--- src/rtl/fetch_queue_if.sv ---
// rtl/fetch_queue_if.sv - instruction fetch stage with decoupling queue and redirect; optional FETCH_PERF_EN perf counters
module fetch_queue_if #(
  parameter logic [31:0] RESET_PC = 32'h1eceb000,
  parameter int          FQ_DEPTH = 4,
  parameter int          ORDER_W  = 64
) (
  input  logic               clk,
  input  logic               rst,
  input  logic               dmem_req,
  output logic [31:0]        imem_addr,
  output logic [3:0]         imem_rmask,
  input  logic [31:0]        imem_rdata,
  input  logic               imem_resp,
  input  logic               redirect_valid,
  input  logic [31:0]        redirect_pc,
  output logic               out_valid,
  input  logic               out_ready,
  output logic [31:0]        out_pc,
  output logic [31:0]        out_pc_next,
  output logic [31:0]        out_inst,
  output logic [ORDER_W-1:0] out_order
`ifdef FETCH_PERF_EN
  ,
  output logic [31:0]        perf_stall_cycles,
  output logic [31:0]        perf_redirects
`endif
);

  localparam int PTR_W = (FQ_DEPTH > 1) ? $clog2(FQ_DEPTH) : 1;
  localparam int CNT_W = PTR_W + 1;
  localparam logic [CNT_W-1:0] DEPTH_C = CNT_W'(FQ_DEPTH);

  logic [31:0]        pc;
  logic [31:0]        req_pc;
  logic               outstanding;
  logic               stale;
  logic [ORDER_W-1:0] order;

  logic [31:0]        fq_pc   [FQ_DEPTH];
  logic [31:0]        fq_inst [FQ_DEPTH];
  logic [PTR_W-1:0]   head;
  logic [PTR_W-1:0]   tail;
  logic [CNT_W-1:0]   count;

  logic resp_fire;
  logic push;
  logic pop;
  logic busy;
  logic room;
  logic issue;

  // A response retires the outstanding request in its own cycle, so the next
  // fetch can go out immediately; the queue slot it fills is counted up front.
  always_comb begin
    resp_fire = imem_resp && outstanding;
    push      = resp_fire && !stale && !redirect_valid;
    busy      = outstanding && !resp_fire;
    room      = (count + CNT_W'(push)) < DEPTH_C;
    issue     = !rst && !redirect_valid && !busy && !dmem_req && room;
    out_valid = (count != '0) && !redirect_valid;
    pop       = out_valid && out_ready;
  end

  always_comb begin
    imem_addr   = pc;
    imem_rmask  = issue ? 4'hF : 4'h0;
    out_pc      = fq_pc[head];
    out_inst    = fq_inst[head];
    out_pc_next = fq_pc[head] + 32'd4;
    out_order   = order;
  end

  always_ff @(posedge clk) begin
    if (rst) begin
      pc          <= RESET_PC;
      req_pc      <= RESET_PC;
      outstanding <= 1'b0;
      stale       <= 1'b0;
    end else if (redirect_valid) begin
      pc          <= redirect_pc & 32'hFFFF_FFFC;
      // An in-flight request keeps the port busy but its word must be thrown away.
      outstanding <= busy;
      stale       <= busy;
    end else begin
      if (issue) begin
        pc          <= pc + 32'd4;
        req_pc      <= pc;
        outstanding <= 1'b1;
      end else if (resp_fire) begin
        outstanding <= 1'b0;
      end
      if (resp_fire) begin
        stale <= 1'b0;
      end
    end
  end

  always_ff @(posedge clk) begin
    if (rst || redirect_valid) begin
      head  <= '0;
      tail  <= '0;
      count <= '0;
    end else begin
      if (push) begin
        tail <= tail + PTR_W'(1);
      end
      if (pop) begin
        head <= head + PTR_W'(1);
      end
      case ({push, pop})
        2'b10:   count <= count + CNT_W'(1);
        2'b01:   count <= count - CNT_W'(1);
        default: count <= count;
      endcase
    end
  end

  always_ff @(posedge clk) begin
    if (push) begin
      fq_pc[tail]   <= req_pc;
      fq_inst[tail] <= imem_rdata;
    end
  end

  always_ff @(posedge clk) begin
    if (rst) begin
      order <= '0;
    end else if (pop) begin
      order <= order + ORDER_W'(1);
    end
  end

`ifdef FETCH_PERF_EN
  logic stall_cond;

  always_comb begin
    stall_cond = !rst && !redirect_valid && !busy && (dmem_req || !room);
  end

  always_ff @(posedge clk) begin
    if (rst) begin
      perf_stall_cycles <= '0;
      perf_redirects    <= '0;
    end else begin
      if (stall_cond && (perf_stall_cycles != 32'hFFFF_FFFF)) begin
        perf_stall_cycles <= perf_stall_cycles + 32'd1;
      end
      if (redirect_valid && (perf_redirects != 32'hFFFF_FFFF)) begin
        perf_redirects <= perf_redirects + 32'd1;
      end
    end
  end
`endif

endmodule

--- config.mk ---
export PLATFORM = sky130hd
export DESIGN_NAME = fetch_queue_if
export DESIGN_NICKNAME = d
export VERILOG_FILES = /design/src/rtl/fetch_queue_if.sv
export SDC_FILE = /design/constraint.sdc
export NUM_CORES = 1
export LEC_CHECK = 0
export CAP_MARGIN = 20
export CORE_MARGIN = 2
export CORE_UTILIZATION = 53
export DETAILED_ROUTE_END_ITERATION = 12
export GPL_TIMING_DRIVEN = 0
export PLACE_DENSITY = 0.88
export SLEW_MARGIN = 20
export SYNTH_ARGS = -nofsm -noshare
export SYNTH_HDL_FRONTEND = slang
export SYNTH_SLANG_ARGS = --single-unit
--- constraint.sdc ---
create_clock -name clk -period 3.23 [get_ports clk]
set_input_delay 0.4845 -clock clk [delete_from_list [all_inputs] [get_ports clk]]
set_output_delay 0.4845 -clock clk [all_outputs]
set_load 0.03 [all_outputs]
==> flow_metrics.tcl <==
set metrics [dict create \
    viasPerCell 5.85 \
    grt_pass1_wl_microns 66400 \
    hold_path_class "input pin to flip-flop" \
    maxSlewHeadroom 0.281 \
    clock_sinks 383 \
    final_max_slew_viol_count 0 \
    hold_slack_ps 403 \
    cts-root-buf "clkbuf_16" \
    die_w_microns 176 \
    rsz0062_at_grt "true" \
    maxCapViolations 0 \
    start_util 0.541 \
    fp-row-count 62 \
    endpoint_kind "primary output" \
    synthCells 1174 \
    tightest_slew_ps 1070 \
    core_sq_mm 0.0289 \
    setup_viol 15 \
    setup.worst_path.start_class "flip-flop" \
    async_flop_share 0 \
    cts_hold_buffers 0 \
    vias 11300 \
    dieArea_sq_mm 0.0309 \
    grt.overflow.total 0 \
    clock.fmax_ghz 0.287 \
    synth_top_area_share 0.475 \
    grtUsageTotal 0.282 \
    drt-total-wl_microns 44700 \
    syn_area_sq_mm 0.0157 \
    p_leak_nw 7.12 \
    clock_latency_ps 530 \
    max-vdd-ir-drop_uv 378 \
    ys_seq_elements 383 \
    ys_top_cells_by_area "edfxtp_1 (48%), dfxtp_1 (17%), mux4_2 (8.9%)" \
    cts_buffers 40 \
    grt_pass1_vias 11200 \
    fp.dieH_microns 176 \
    min_period_over_period 1.08 \
    synth_warnings 0 \
    nets 1601 \
    clockBufferDepth 3 \
    synth_edf_count 248 \
    layout_setup_ws_ps -249 \
    place_area_sq_mm 0.0188 \
    synth_top_flop_cell "edfxtp_1" \
    cp_max_fo 8 \
    final.min_clock_period_ps 3480 \
    place.gp.congestion 0.926 \
    drt_iter0_drc 1267 \
    synth.most_common_cell "edfxtp_1" \
    stdcell_area_sq_mm 0.0207 \
    firstDrtPassIters 6 \
    synthTopCellsByCount "edfxtp_1 (248), dfxtp_1 (135), nand2_1 (110)" \
    cts_tree "done" \
    avgSynthCellArea_sq_um 13.3 \
    ios 267 \
    total_power_mw 10.3 \
    p_per_area_mw_per_mm2 498 \
    finalCoreUtilization 0.716 \
    violations "setup timing" \
    clk_pin_slew_ps 60 \
    area_growth_pct 32.2 \
    wl_per_cell_microns 23.1 \
    ys_seq_area_frac 0.648 \
    critical_path_class "flip-flop to primary output" \
    port_buffers 257 \
    fin_skew_ps 14.7 \
    drcViolationCount 0 \
    grt_max_degree 46 \
    hold_viol_final 0 \
    hpwl_microns 28300 \
    synth_cell_type_count 54 \
    critPathRequiredTime_ps 2750 \
    status "finished, violations left" \
    layout-drive-gt1-share 0.175 \
    htree_num_levels 2 \
    yosysTopAreaCell "edfxtp_1" \
    ant_nets 0 \
    antenna_found_initial 0 \
    cp.arrival_ps 2990 \
]
-- timing repair --
action                     CTS  global route
gates cloned                 1             0
setup buffers               29            14
setup endpoints to repair   72            37
gates resized for setup    230            32
pin swaps                   14            22
-- cell usage in the layout (no fill, tap or decap), types with 10 or more instances in the layout --
cell / netlist / routed
xor2_1: 31 / 31
dlygate4sd2_1: 0 / 39
clkbuf_16: 0 / 40
buf_2: 17 / 15
a21oi_1: 65 / 65
nor3_1: 26 / 22
buf_4: 14 / 63
edfxtp_1: 248 / 248
mux4_2: 62 / 62
and3_1: 13 / 10
dfxtp_1: 135 / 134
nand4_1: 36 / 36
inv_1: 30 / 29
clkdlybuf4s50_1: 0 / 192
nor2_1: 97 / 96
nand3b_1: 15 / 15
o21ai_0: 30 / 30
or3_1: 17 / 17
clkbuf_1: 29 / 30
nor4_1: 18 / 15
nand3_1: 35 / 32
xnor2_1: 54 / 51
buf_6: 2 / 12
nand2_1: 110 / 108
-- power by group --
| group | switching [mW] | internal [mW] | total [mW] |
|---|---|---|---|
| registers | 0.0634 | 5.23 | 5.30 |
| clock network | 1.89 | 2.68 | 4.57 |
| logic | 0.260 | 0.191 | 0.452 |
| total | 2.21 | 8.10 | 10.3 |
-- per-layer routing --
layer	up-vias	track usage	wire, microns
met4	0	0.0771	1200
met1	5556	0.347	16400
li1	5059	-	-
met3	85	0.0749	4520
met2	635	0.492	22600
met5	-	0	0
-- final cells by class --
type,count,area (sq um)
tap,384,480
buffer,61,408
antenna,1,2.50
clock inverter,24,241
timing repair buffer,303,2920
fill,1842,8230
clock buffer,49,1060
inverter,31,121
multi-input combinational,702,5320
sequential,383,10200
-- flip-flops by register name, summed over array words and instances (netlist names), named ones only --
signal	count
head	2
out_order	64
tail	2
fq_inst	128
imem_addr	30
outstanding	1
req_pc	30
count	3
fq_pc	120
stale	1
-- final timing paths --
path                start         endpoint  slack [ps]  cells past startpoint
max             flip-flop  out_pc_next[30]        -250                     10
min reg2reg   outstanding            stale         490                      1
min                   rst    imem_addr[17]         400                      4
max reg2reg  out_order[4]    out_order[53]         270                      6
-- through the flow --
step                      setup slack [ps]  instances  setup TNS [ps]
after floorplan                        127       1179               0
after global placement               -1190       1820         -316070
after detailed placement              -957       1824          -30110
after CTS                             -149       1925            -735
after global routing                  -307       1937           -2350
final                                 -249       1938           -1440
-- cell families (layout without fill, tap and decap cells) --
family / count (synthesis) / count (layout) / synth area share
buffers and inverters: 94 / 468 / 0.0282
other: 1 / 7 / 0.000239
adders and majority gates: 9 / 9 / 0.00767
AOI/OAI and AO/OA: 129 / 129 / 0.0477
and+or+nand+nor: 406 / 406 / 0.128
DFF: 383 / 383 / 0.648
muxes: 67 / 67 / 0.0926
xor gates and xnor gates: 85 / 85 / 0.0475
-- critical path, stage by stage (launching register included) --
cell and delay (ps):
dfxtp_2 330, buf_12 150, buf_12 150, mux4_2 420, nand4_1 240, nor2_4 290, buf_6 150, buf_4 120
nand4_1 140, xnor2_1 260, buf_4 220
(Power assumes the default switching activity.)
